==> src/rtl/fw_ctrl_unit.sv <==
// EX-stage operand forwarding decision unit: tracks the two in-flight destinations
// (EX, MEM), registers the bypass select for the instruction entering EX, and flags load-use hazards.
package core;
  typedef enum logic [1:0] {
    NONE_STAGE = 2'd0,
    MEM_STAGE  = 2'd1,
    WB_STAGE   = 2'd2
  } fw_stage_e;

  typedef enum logic [1:0] {
    RS_NONE = 2'd0,
    RS1     = 2'd1,
    RS2     = 2'd2,
    RS_BOTH = 2'd3
  } fw_regs_e;

  typedef struct packed {
    fw_stage_e stage;
    fw_regs_e  regs;
    fw_stage_e rs1;
    fw_stage_e rs2;
  } fw_cntrl_bus_t;
endpackage

module fw_ctrl_unit
  import core::*;
#(
  parameter int REG_AW = 5,
  parameter int CNT_W  = 32
) (
  input  logic              clk_i,
  input  logic              rst_ni,
  input  logic              hold_i,
  input  logic              flush_i,
  input  logic              id_valid_i,
  input  logic [REG_AW-1:0] id_rs1_i,
  input  logic [REG_AW-1:0] id_rs2_i,
  input  logic              id_use_rs1_i,
  input  logic              id_use_rs2_i,
  input  logic [REG_AW-1:0] id_rd_i,
  input  logic              id_we_i,
  input  logic              id_load_i,
  output fw_cntrl_bus_t     fw_cntrl_o,
  output logic              stall_o,
  output logic [CNT_W-1:0]  stall_cnt_o
);

  typedef struct packed {
    logic              valid;
    logic [REG_AW-1:0] rd;
    logic              we;
    logic              load;
  } sb_entry_t;

  localparam fw_cntrl_bus_t FW_RESET = '{NONE_STAGE, RS_NONE, NONE_STAGE, NONE_STAGE};
  localparam sb_entry_t     SB_EMPTY = '{1'b0, '0, 1'b0, 1'b0};

  sb_entry_t        ex_e_reg, mem_e_reg;
  fw_cntrl_bus_t    fw_reg, fw_next;
  logic [CNT_W-1:0] stall_cnt_reg;

  logic              ex_writing, mem_writing;
  logic [REG_AW-1:0] src_idx [2];
  logic              src_use [2];
  logic              hit_m   [2];
  logic              hit_w   [2];
  fw_stage_e         src_sel [2];
  logic              load_use;
  logic              kill_ex;

  assign ex_writing  = ex_e_reg.valid && ex_e_reg.we && (ex_e_reg.rd != '0);
  assign mem_writing = mem_e_reg.valid && mem_e_reg.we && (mem_e_reg.rd != '0);

  assign src_idx[0] = id_rs1_i;
  assign src_idx[1] = id_rs2_i;
  assign src_use[0] = id_use_rs1_i;
  assign src_use[1] = id_use_rs2_i;

  genvar gi;
  generate
    for (gi = 0; gi < 2; gi++) begin : g_src
      logic considered;
      assign considered  = src_use[gi] && (src_idx[gi] != '0);
      assign hit_m[gi]   = considered && ex_writing && (ex_e_reg.rd == src_idx[gi]);
      assign hit_w[gi]   = considered && mem_writing && (mem_e_reg.rd == src_idx[gi]);
      // The younger producer (in EX now, MEM next) carries the newest value.
      assign src_sel[gi] = hit_m[gi] ? MEM_STAGE : (hit_w[gi] ? WB_STAGE : NONE_STAGE);
    end
  endgenerate

  // A load's data only exists at WB, so a MEM-distance consumer must wait one bubble.
  assign load_use = id_valid_i && !flush_i && !hold_i && ex_writing && ex_e_reg.load
                    && (hit_m[0] || hit_m[1]);
  assign stall_o  = load_use;
  assign kill_ex  = flush_i || load_use || !id_valid_i;

  always_comb begin
    fw_next     = FW_RESET;
    fw_next.rs1 = src_sel[0];
    fw_next.rs2 = src_sel[1];
    unique case ({src_sel[1] != NONE_STAGE, src_sel[0] != NONE_STAGE})
      2'b01:   fw_next.regs = RS1;
      2'b10:   fw_next.regs = RS2;
      2'b11:   fw_next.regs = RS_BOTH;
      default: fw_next.regs = RS_NONE;
    endcase
    if (fw_next.regs == RS_NONE)
      fw_next.stage = NONE_STAGE;
    else if (src_sel[0] == MEM_STAGE || src_sel[1] == MEM_STAGE)
      fw_next.stage = MEM_STAGE;
    else
      fw_next.stage = WB_STAGE;
  end

  always_ff @(posedge clk_i or negedge rst_ni) begin
    if (!rst_ni) begin
      ex_e_reg      <= SB_EMPTY;
      mem_e_reg     <= SB_EMPTY;
      fw_reg        <= FW_RESET;
      stall_cnt_reg <= '0;
    end else if (!hold_i) begin
      mem_e_reg <= ex_e_reg;
      if (kill_ex) begin
        ex_e_reg <= SB_EMPTY;
        fw_reg   <= FW_RESET;
      end else begin
        ex_e_reg <= '{1'b1, id_rd_i, id_we_i, id_load_i};
        fw_reg   <= fw_next;
      end
      if (load_use && (stall_cnt_reg != '1))
        stall_cnt_reg <= stall_cnt_reg + 1'b1;
    end
  end

  assign fw_cntrl_o  = fw_reg;
  assign stall_cnt_o = stall_cnt_reg;

endmodule
==> config.mk <==
export PLATFORM = sky130hd
export DESIGN_NAME = fw_ctrl_unit
export DESIGN_NICKNAME = d
export VERILOG_FILES = /design/src/rtl/fw_ctrl_unit.sv
export SDC_FILE = /design/constraint.sdc
export NUM_CORES = 1
export LEC_CHECK = 0
export ABC_AREA = 0
export CORE_AREA = 4 4 89 91
export CTS_CLUSTER_SIZE = 16
export DETAILED_ROUTE_END_ITERATION = 10
export DIE_AREA = 0 0 93 95
export PLACE_DENSITY = 0.77
export SETUP_SLACK_MARGIN = 0.15
export SLEW_MARGIN = 20
export SYNTH_ARGS = -nofsm -noshare
export SYNTH_HDL_FRONTEND = slang
export SYNTH_SLANG_ARGS = --single-unit
==> constraint.sdc <==
create_clock -name clk_i -period 6.75 [get_ports clk_i]
set_input_delay 0.675 -clock clk_i [delete_from_list [all_inputs] [get_ports clk_i]]
set_output_delay 0.675 -clock clk_i [all_outputs]
set_load 0.03 [all_outputs]
==> results.py, run 1 <==
metrics = {
    "hold_path": {
        "hold_path.class": "in -> async",
    },
    "logic_synthesis": {
        "postSynthCellCount": 250,
        "synth.ff_latch_count": 55,
        "synth.area.top_cells": "dfrtp_1, xnor2_1, xor2_1",
        "synth-main-ff-cell": "dfrtp_1",
        "syn_area_um2": 2820,
        "synth_nets": 275,
        "synth_area_per_cell_um2": 11.3,
        "ys_async_sr_fraction_pct": 100,
        "synth-edff-count": 0,
        "yosys_warnings": 0,
        "synth_cell_types": 42,
        "synth_top_area_share_pct": 48.8,
        "seq_area_frac_synth_pct": 48.8,
        "yosys.area.top_type": "dfrtp_1",
    },
    "routing": {
        "drt_pass1_iterations": 4,
        "vias": 2205,
        "wl_met3_um": 299,
        "wire_per_inst_um": 15.1,
        "drt_iter0_markers": 69,
        "remaining_drc_errors": 0,
        "wirelength_mm": 6.28,
        "m1WireLength_mm": 2.77,
        "viasPerCell": 5.31,
        "top_layer": "met4",
        "drtAntennaViolNets": 0,
        "met2WireLength_mm": 3.10,
    },
    "timing": {
        "tightest_slew_ns": 0.877,
        "period_minus_slack_ns": 4.03,
        "slew_headroom_pct": 41.4,
        "fin_crit_sh_pct": 59.7,
        "finClkSkew_ns": 0.00819,
        "setup_viol": 0,
        "final_hold_viol_count": 0,
        "drv_slew": 0,
        "rsz0062_at_grt": "false",
        "setup_tns_ns": 0,
        "timing.fmax_mhz": 248,
    },
    "floorplanning": {
        "io_pins": 65,
        "die_h_um": 95,
        "dieArea_um2": 8840,
        "core_um2": 7140,
        "dieWidth_um": 93,
        "num_rows": 31,
        "start_util_pct": 39.5,
    },
    "setup_path": {
        "crit_type": "in -> out",
        "cp-end-kind": "primary output",
        "cp_max_fo": 24,
        "critPathArrivalTime_ns": 3.36,
        "crit_required_ns": 6.07,
        "start_kind": "input pin",
    },
    "cts": {
        "ctsResizeCount": 0,
        "clk_pin_slew_ns": 0.09,
        "ctsLongestPathBuffers": 2,
        "cts.sinks": 55,
        "h-tree-depth": 2,
        "cts_root_buffer": "clkbuf_8",
        "postCtsHoldBufs": 0,
        "postCtsSetupBuffers": 0,
        "cts_buffers": 5,
        "clkLatencyLatePin_ns": 0.30,
        "cts_tree": "built",
    },
    "placement": {
        "dp_hpwl_mm": 4.86,
        "postPlaceCellArea_um2": 3550,
        "io_buffers": 64,
        "placed_cells": 408,
        "globalplace.congestion": 0.845,
    },
    "layout": {
        "synthToLayoutAreaGrowth_pct": 29.7,
        "nNetsFinal": 341,
        "num_antenna_cells": 0,
        "largest_reg_flops": 32,
        "finalNonFillerCells": 415,
        "design_area_um2": 3660,
        "drive_gt1_share_pct": 9.49,
    },
    "global_routing": {
        "grt_max_degree": 56,
        "grt_pass1_wl_mm": 10.7,
        "overflow": 0,
        "grt_pass1_vias": 2213,
        "antenna_found_initial": 0,
        "track_usage_pct": 15.2,
    },
    "flow_run": {
        "drv_cap": 0,
    },
    "power": {
        "powerDensity_nw_per_um2": 166,
        "leakage_nw": 1.60,
        "vdd_drop_max_v": 0.0000737,
    },
    "run_status": {
        "status": "complete, no violations",
    },
}
==> through the flow <==
step	util (%)	total power, mW	setup WS (ns)	hold WS (ns)
after global routing	51.3	0.634	2.51	0.517
after CTS	51.3	0.614	2.73	0.501
final	51.3	0.607	2.72	0.486
after global placement	49.8	0.403	2.79	0.474
after floorplan	-	0.376	4.07	0.379
after detailed placement	49.8	0.404	2.73	0.481
==> worst max-delay path, cell delays in order <==
cell	delay, ns
clkdlybuf4s50_1	0.86
nor3b_2	0.44
and4_1	0.25
o21a_1	0.17
o21ai_1	0.13
inv_1	0.14
clkdlybuf4s50_1	0.68
==> synth_stat cells (2+ instances only) <==
| cell | number |
|---|---|
| nor3_1 | 8 |
| nor2_1 | 9 |
| a21oi_1 | 2 |
| nand4b_1 | 2 |
| mux2_2 | 8 |
| clkbuf_1 | 3 |
| a21o_1 | 2 |
| xor2_1 | 25 |
| and3_1 | 7 |
| o21ai_0 | 3 |
| nor4_1 | 6 |
| nand4_1 | 7 |
| nand3_1 | 15 |
| or4_1 | 3 |
| a22o_1 | 13 |
| nand2_1 | 18 |
| nor4_2 | 5 |
| dfrtp_1 | 55 |
| inv_1 | 4 |
| xnor2_1 | 26 |
| o211ai_1 | 2 |
| or4_4 | 3 |
| and4_1 | 5 |
==> layout by cell type (no fill, tap or decap), types with 5 or more instances in the layout <==
| master | netlist | layout |
|---|---|---|
| clkdlybuf4s50_1 | 0 | 63 |
| dfrtp_1 | 55 | 55 |
| xnor2_1 | 26 | 26 |
| xor2_1 | 25 | 25 |
| nand2_1 | 18 | 18 |
| nand3_1 | 15 | 15 |
| a22o_1 | 13 | 13 |
| nor2_1 | 9 | 9 |
| nor3_1 | 8 | 8 |
| mux2_2 | 8 | 8 |
| and3_1 | 7 | 7 |
| nand4_1 | 7 | 7 |
| nor4_1 | 6 | 6 |
| nor4_2 | 5 | 5 |
| and4_1 | 5 | 5 |
| clkbuf_8 | 0 | 5 |
==> layout make-up <==
| cell class | instances | area [µm²] |
|---|---|---|
| inverter | 4 | 15.0 |
| tap | 99 | 124 |
| sequential | 55 | 1380 |
| timing repair buffer | 65 | 643 |
| clock buffer | 5 | 68.8 |
| clock inverter | 2 | 37.5 |
| multi-input combinational | 185 | 1400 |
| fill | 647 | 3480 |
==> logic make-up (layout without fill, tap and decap cells) <==
family / after synthesis / count (layout) / share of synthesized area, %
buffers and inverters: 10 / 76 / 1.77
xor gates and xnor gates: 51 / 51 / 15.8
and+or+nand+nor: 96 / 96 / 21.5
adders and majority gates: 1 / 1 / 0.443
AOI/OAI and AO/OA: 29 / 29 / 8.47
DFF: 55 / 55 / 48.8
muxes: 8 / 8 / 3.19
==> metal layers <==
layer	track usage, %	vias up
met1	20.3	1085
met3	3.27	14
met2	24.1	60
met4	5.86	0
li1	-	1046
met5	0	-
==> path summary, 6_finish.rpt <==
kind	from	depth (start not counted)	end	slack (ns)
max reg2reg	stall_cnt_o[0]	6	stall_cnt_o[1]	4.08
min reg2reg	fw_cntrl_o[7]	1	fw_cntrl_o[7]	0.50
max in group asynchronous	rst_ni	2	stall_cnt_o[6]	5.82
max	hold_i	7	stall_o	2.72
min in group clk_i	fw_cntrl_o[7]	1	fw_cntrl_o[7]	0.50
min	rst_ni	2	stall_cnt_o[28]	0.49
==> report_power, final <==
part           internal (mW)  switching, mW
sequential             0.335        0.00886
clock                  0.109          0.102
combinational         0.0283         0.0238
(Power assumes the default switching activity.)
==> run 2, diff against run 1 <==
clock period = 3.87 ns   (was 6.75 ns; I/O delays follow)
==> results.py, run 2 (synthesis results as in run 1) <==
metrics = {
    "setup_path": {
        "critPathCapture": "stall_o",
        "cp-startpoint": "id_rs2_i[1]",
        "reg2reg_from": "ex_e_reg[3]",
        "cp-end-kind": "primary output",
        "r2r_slack_ns": 1.27,
        "cp_max_fo": 5,
        "reg2reg_to": "stall_cnt_o[1]",
        "crit_type": "in -> out",
        "r2r_cells": 4,
        "crit_required_ns": 3.48,
        "critPathArrivalTime_ns": 2.85,
        "start_kind": "input pin",
    },
    "timing": {
        "timing.hold.ws_ns": -0.0116,
        "period_minus_slack_ns": 3.23,
        "timing.fmax_mhz": 309,
        "final_hold_viol_count": 18,
        "drv_slew": 0,
        "setup_tns_ns": 0,
        "slew_headroom_pct": 54.7,
        "fin_crit_sh_pct": 83.6,
        "rsz0062_at_grt": "false",
        "finClkSkew_ns": 0.00957,
        "setup_viol": 0,
        "tightest_slew_ns": 0.673,
    },
    "layout": {
        "nNetsFinal": 342,
        "design_area_um2": 3680,
        "layout_common_cells": "clkdlybuf4s50_1, dfrtp_1, xnor2_1",
        "fill_cells": 654,
        "num_antenna_cells": 0,
        "largest_reg_flops": 32,
        "synthToLayoutAreaGrowth_pct": 30.4,
        "layout_commonest_cell": "clkdlybuf4s50_1",
        "drive_gt1_share_pct": 10.1,
    },
    "routing": {
        "drt_pass1_iterations": 4,
        "wire_per_inst_um": 15.0,
        "viasPerCell": 5.12,
        "wirelength_mm": 6.24,
        "vias": 2133,
        "remaining_drc_errors": 0,
        "drtAntennaViolNets": 0,
        "drt_iter0_markers": 64,
    },
    "floorplanning": {
        "die_h_um": 95,
        "start_util_pct": 39.5,
        "dieWidth_um": 93,
        "core_um2": 7140,
        "dieArea_um2": 8840,
        "io_pins": 65,
        "num_rows": 31,
    },
    "cts": {
        "clk_pin_slew_ns": 0.09,
        "cts_buffers": 5,
        "cts_root_buffer": "clkbuf_8",
        "clkLatencyLatePin_ns": 0.31,
        "ctsLongestPathBuffers": 2,
        "cts.sinks": 55,
        "ctsResizeCount": 0,
        "postCtsSetupBuffers": 0,
        "h-tree-depth": 2,
        "cts_tree": "built",
        "postCtsHoldBufs": 0,
    },
    "power": {
        "leakage_nw": 1.61,
        "powerDensity_nw_per_um2": 296,
        "vdd_drop_max_v": 0.000131,
    },
    "hold_path": {
        "hold_path.class": "in -> async",
    },
    "placement": {
        "dp_hpwl_mm": 4.87,
        "globalplace.congestion": 0.929,
        "io_buffers": 64,
        "postPlaceCellArea_um2": 3560,
    },
    "global_routing": {
        "grt_pass1_wl_mm": 10.5,
        "antenna_found_initial": 0,
        "grt_max_degree": 38,
        "grt_pass1_vias": 2124,
        "track_usage_pct": 14.9,
        "overflow": 0,
    },
    "run_status": {
        "status": "complete, but fails checks",
        "violations": "hold timing",
    },
    "flow_run": {
        "drv_cap": 0,
    },
}
run 2: cell types whose count changed in the layout (fill, tap and decap cells not counted):
cell	before	now
buf_4	1	2
clkbuf_8	5	6
clkinv_2	0	1
clkinvlp_4	1	0
run 2: critical path, cell delays in order:
cell             delay, ns
clkdlybuf4s50_1       0.46
or4_1                 0.52
o21ai_0               0.35
nor4_2                0.14
o21ai_1               0.26
inv_1                 0.12
clkdlybuf4s50_1       0.61
run 2: cell type report:
type	count	area, µm²	area share (%)
inverters	4	15.0	0.408
clock inverters	2	35.0	0.952
clock buffers	6	82.6	2.24
well taps	99	124	3.37
repair buffers	66	651	17.7
flip-flops and latches	55	1380	37.4
multi-input cells	185	1400	37.9
run 2: worst min-delay path by stage:
stage | startpoint | endpoint | slack, ns
global route | rst_ni | stall_cnt_o[29] | 0.01
global placement | rst_ni | fw_cntrl_o[5] | 0.33
CTS | rst_ni | stall_cnt_o[24] | 0.0003
floorplan | rst_ni | ex_e_reg[0] | 0.09
finish | rst_ni | stall_cnt_o[29] | -0.01
detailed placement | rst_ni | fw_cntrl_o[5] | 0.34
run 2: report_power, final:
part           leakage [nW]  internal [mW]  total, mW  switching [mW]
combinational         0.803         0.0499     0.0921          0.0421
sequential            0.750          0.585      0.600          0.0152
clock                0.0612          0.210      0.395           0.186
run 2: per-stage QoR:
step	std cells	utilization, %	setup slack, ns	total power, mW
6_report	417	51.5	0.636	1.09
5_1_grt	417	51.5	0.471	1.13
4_1_cts	417	51.5	0.631	1.10
3_5_place_dp	409	49.9	0.634	0.705
3_3_place_gp	409	49.9	0.656	0.703
2_1_floorplan	250	-	1.54	0.655
run 2: layer usage:
metal / up-vias / share of wire (%) / global-route usage, %
li1: 1049 / - / -
met1: 1032 / 46 / 19.8
met2: 43 / 49 / 24.4
met3: 9 / 4.1 / 3.35
met4: 0 / 1.5 / 4.52
met5: - / 0 / 0
==> RTL edit 1 (settings of run 2) <==
`REG_AW`: 5 -> 4.
--- a/src/rtl/fw_ctrl_unit.sv
+++ b/src/rtl/fw_ctrl_unit.sv
@@ -26,5 +26,5 @@
   import core::*;
 #(
-  parameter int REG_AW = 5,
+  parameter int REG_AW = 4,
   parameter int CNT_W  = 32
 ) (
Interface: changed (resized id_rd_i, id_rs1_i and id_rs2_i); port bits go from 65 to 62. No check against the original RTL was run, so the function may have changed too.
==> RTL edit 1 against run 2 <==
  * Largest power group unchanged
  * Sequential cell count down 2
  * Die area unchanged
  * Design area down 5.6%
  * Register-to-register slack better by 0.24 ns
  * Total power down 11%
  * Synthesized area down 5.8%
  * Setup slack better by 0.11 ns
  * Routed wire length down 4.9%
==> RTL edit 1: results (changes against run 2) <==
[yosys]
synth_nets=265  ; was 275
synth_area_leaders=dfrtp_1 50%, xnor2_1 13%, nand4_1 4.7%  ; was dfrtp_1 49%, xnor2_1 8.1%, xor2_1 7.8%
synth.distinct_cells=35  ; was 42
synth_commonest_cells=53 x dfrtp_1, 38 x xnor2_1, 24 x nand2_1, 20 x nand4_1, 12 x nand3_1  ; was 55 x dfrtp_1, 26 x xnor2_1, 25 x xor2_1, 18 x nand2_1, 15 x nand3_1
syn_inst=243  ; was 250
synth_ff_type=dfrtp_1  ; unchanged
seq_area_frac_synth=0.499  ; was 0.488

[min_path]
holdCritPathClass=reg2reg  ; was in2async

[layout]
drive_above_1_share=0.0906  ; was 0.101
fin_cells=408  ; was 417
n_antenna_cell=0  ; unchanged
largest_reg_flops=32  ; unchanged
fin_nets=331  ; was 342

[setup_path]
cp_data_arrival_time_ns=2.74  ; was 2.85 ns
slowest_delay_ns=0.63  ; was 0.61 ns
slowest_stage=o41ai_1  ; was clkdlybuf4s50_1
crit_fanout=7  ; was 5

[sta]
relSlewSlack=0.497  ; was 0.547
finalHoldViolations=0  ; was 18
finalClockSkew_ns=0.0127  ; was 0.00957 ns

[placed_design]
dpl-instance-area_um2=3370  ; was 3560 µm²
hpwl_um=4570  ; was 4870 µm
place_inst=400  ; was 409
place_ws_ns=0.772  ; was 0.634 ns
routabilityCongestion=0.925  ; was 0.929
io_buffers=61  ; was 64

[detailed_routing]
wl_um=5940  ; was 6240 µm
first_iter_violations=51  ; was 64
vias_per_cell=5.10  ; was 5.12
firstDrtPassIters=4  ; unchanged

[power]
max-vdd-ir-drop_mv=0.143  ; was 0.131 mV
p_leak_uw=0.00149  ; was 0.00161 µW

[grt]
grt_usage=0.142  ; was 0.149
grt_pass1_vias=2105  ; was 2124
grt_pass1_wl_um=10100  ; was 10500 µm
grt_max_degree=39  ; was 38

[outcome]
status=completed  ; was complete, but fails checks

[clock_tree]
numCtsBuffers=5  ; unchanged
worstSkewPairLatency_ns=0.31  ; about the same

[run]
cap_violations=0  ; unchanged

==> RTL edit 1: changes by cell type after synthesis, moves of 4 or more <==
cell,change
a22o_1,-4
and4_1,-5
nand2_1,+6
nand3_2,+4
nand4_1,+13
nor4_2,-4
xnor2_1,+12
xor2_1,-16
==> RTL edit 1: report_power, final <==
group          total, µW  internal [µW]  switching, µW
combinational       77.7           43.5           34.2
sequential           575            563           12.2
clock                320            142            178
total                972            748            224
==> RTL edit 1: repair_timing <==
item                      CTS  global route
hold endpoints to repair   15             0
resized for setup           0             0
hold buffers                1             0
buffers inserted            0             0
==> RTL edit 1: cells by family after synthesis <==
family,Yosys count,share of synthesized area
AO/OA/AOI/OAI,19,0.0565
XOR/XNOR,47,0.155
adder cells (fa/ha/maj),1,0.00471
buffers and inverters,12,0.0235
flip-flops,53,0.499
multiplexers,7,0.0296
AND/OR/NAND/NOR,104,0.232
==> RTL edit 1: path summary, 6_finish.rpt <==
path / start / end / slack (ns) / cells past startpoint
max: id_rs2_i[0] / stall_o / 0.75 / 6
min: stall_cnt_o[15] / stall_cnt_o[15] / 0.49 / 1
max reg2reg: stall_cnt_o[0] / stall_cnt_o[1] / 1.51 / 6
min reg2reg: stall_cnt_o[15] / stall_cnt_o[15] / 0.49 / 1
max in group asynchronous: rst_ni / stall_cnt_o[1] / 2.57 / 3
min in group asynchronous: rst_ni / fw_cntrl_o[2] / 0.50 / 2
==> RTL edit 1: final cells by class <==
type,count,area (µm²)
clock buffers,6,82.6
clock inverters,1,7.51
fillers,676,3670
inverters,6,22.5
multi-input cells,178,1270
flip-flops and latches,53,1330
well taps,99,124
repair buffers,65,638
==> RTL edit 1: through the flow <==
stage                      util  hold WS [ns]
after floorplan               -        0.0914
after global placement    0.472         0.311
after detailed placement  0.472         0.310
after CTS                 0.486         0.494
after global routing      0.486         0.531
final                     0.486         0.485
==> RTL edit 1: routing by layer <==
| layer | global-route usage | part of all wire |
|---|---|---|
| met5 | 0 | 0 |
| met2 | 0.243 | 0.49 |
| met1 | 0.179 | 0.45 |
| met4 | 0.0403 | 0.012 |
| met3 | 0.0351 | 0.050 |
==> RTL edit 1: worst reg2reg max path: stages, from the launching register on <==
cell and delay, ns:
dfrtp_1 0.45, ha_1 0.22, nand2_1 0.13, nor4_4 0.40, nand4_1 0.17, and3_1 0.47, mux2_1 0.41
==> RTL edit 2 (settings of run 2) <==
Without the edit above. Put one more register stage on the output `stall_cnt_o`, cleared by the reset. The value now appears one clock later. The other outputs are not delayed to match.
--- a/src/rtl/fw_ctrl_unit.sv
+++ b/src/rtl/fw_ctrl_unit.sv
@@ -134,5 +134,11 @@
 
   assign fw_cntrl_o  = fw_reg;
-  assign stall_cnt_o = stall_cnt_reg;
+  always_ff @(posedge clk_i or negedge rst_ni) begin
+    if (!rst_ni) begin
+      stall_cnt_o <= '0;
+    end else begin
+      stall_cnt_o <= stall_cnt_reg;
+    end
+  end
 
 endmodule
Function: changed (a bounded check fails within 4 cycles, from zero or initial values and one cycle with rst_ni low).
==> RTL edit 2 against run 2 <==
  * Register-to-register slack got worse by 0.23 ns
  * Setup slack improved by 0.28 ns
  * Critical path depth unchanged
  * Fmax increased by 9.3%
  * Sequential cell count increased by 32
  * Total power increased by 47%
  * Routed wire length increased by 21%
  * Design area increased by 23%
  * Synthesized area increased by 28%
==> RTL edit 2: results (changes against run 2) <==
[setup_path]
worst-r2r-setup-slack_ns=1.04  ; was 1.27 ns
slowest_stage=or4_1  ; was clkdlybuf4s50_1
r2r_cells=6  ; was 4
slowest_delay_ns=0.54  ; was 0.61 ns
worstReg2RegStart=stall_cnt_reg[20]  ; was ex_e_reg[3]
crit_fanout=17  ; was 5
crit_path_end=stall_o  ; unchanged
r2r_end=stall_cnt_reg[29]  ; was stall_cnt_o[1]
critPathTopFamily=simple AND/OR/NAND/NOR gates  ; was buffers and inverters

[placed_design]
routabilityCongestion=0.893  ; was 0.929
dpl-instance-area_um2=4330  ; was 3560 µm²
place_inst=441  ; was 409
place_ws_ns=0.869  ; was 0.634 ns
hpwl_um=5250  ; was 4870 µm

[sta]
final.setup.worst_slack_ns=0.911  ; was 0.636 ns
worst_pin_slew_ns=0.758  ; was 0.673 ns
timing.hold.ws_ns=0.0898  ; was -0.0116 ns
finalClockSkew_ns=0.00930  ; was 0.00957 ns

[clock_tree]
worstSkewPairLatency_ns=0.34  ; was 0.31 ns
cts.clk_slew.worst_paths_ns=0.08
cts_resized=0  ; unchanged
clockRootBuffer=clkbuf_8  ; unchanged
clock_path_buffers=2  ; unchanged
h-tree-depth=3  ; was 2
numCtsBuffers=9  ; was 5

[yosys]
synth.distinct_cells=46  ; was 42
yosys_warnings=0  ; unchanged
synth-compound-area-share=0.0639  ; was 0.0847
synth_commonest_cells=87 x dfrtp_1, 27 x xnor2_1, 22 x nand2_1, 22 x xor2_1, 19 x nand3_1  ; was 55 x dfrtp_1, 26 x xnor2_1, 25 x xor2_1, 18 x nand2_1, 15 x nand3_1
synth_nets=312  ; was 275
seq_area_frac_synth=0.601  ; was 0.488
yosys-mux-area-fraction=0.0280  ; was 0.0319
synth_fa_ha_area_frac=0.00345  ; was 0.00443
syn_inst=287  ; was 250
synth_area_leaders=dfrtp_1 60%, xnor2_1 6.5%, xor2_1 5.3%  ; was dfrtp_1 49%, xnor2_1 8.1%, xor2_1 7.8%
ys_async_sr_fraction=1.00  ; unchanged
synth-xor-area-share=0.118  ; was 0.158

[detailed_routing]
met3_length_um=328  ; was 259 µm
wl_um=7580  ; was 6240 µm
wl_met2_um=3740  ; was 3040 µm
met1_length_um=3460  ; was 2850 µm
via_count=2412  ; was 2133
first_iter_violations=122  ; was 64

[layout]
fin_cells=457  ; was 417
area_growth_pct=24.8  ; was 30.4%
fin_nets=378  ; was 342
fill_cells=587  ; was 654
n_antenna_cell=0  ; unchanged
drive_above_1_share=0.120  ; was 0.101

[power]
clock_net_power_uw=569  ; was 395 µW
pg_seq_uw=933  ; was 600 µW
max-vdd-ir-drop_mv=0.315  ; was 0.131 mV
totalPowerFinal_uw=1600  ; was 1090 µW
sw_frac_of_total=0.228  ; was 0.223
p_leak_uw=0.00204  ; was 0.00161 µW

[outcome]
status=completed  ; was complete, but fails checks

[grt]
grt_usage=0.182  ; was 0.149
grt_pass1_vias=2550  ; was 2124
grt_max_degree=88  ; was 38
grt_pass1_wl_um=12500  ; was 10500 µm

## RTL edit 2: cell types whose count changed after synthesis, sizes merged, moves of 4 or more
cell,change
buf,+5
a22o,-4
and4,-4
nand2,+4
dfrtp,+32
## RTL edit 2: per-layer routing
metal | up-vias | global-route usage
met1 | 1192 | 0.248
li1 | 1155 | -
met4 | 0 | 0.0488
met5 | - | 0
met3 | 8 | 0.0454
met2 | 57 | 0.292
## RTL edit 2: cell families (layout without fill, tap and decap cells)
group                      after synthesis  count (layout)
xor gates and xnor gates                49              49
buffers and inverters                   15              86
and+or+nand+nor                        101             101
adders and majority gates                1               1
DFF                                     87              87
AOI/OAI and AO/OA                       25              25
muxes                                    9               9
## RTL edit 2: area by class of cell
cell class | instances | share of cell area
repair buffers | 66 | 0.145
clock inverters | 5 | 0.00720
flip-flops and latches | 87 | 0.482
clock buffers | 11 | 0.0335
multi-input cells | 185 | 0.302
well taps | 99 | 0.0274
inverters | 4 | 0.00332
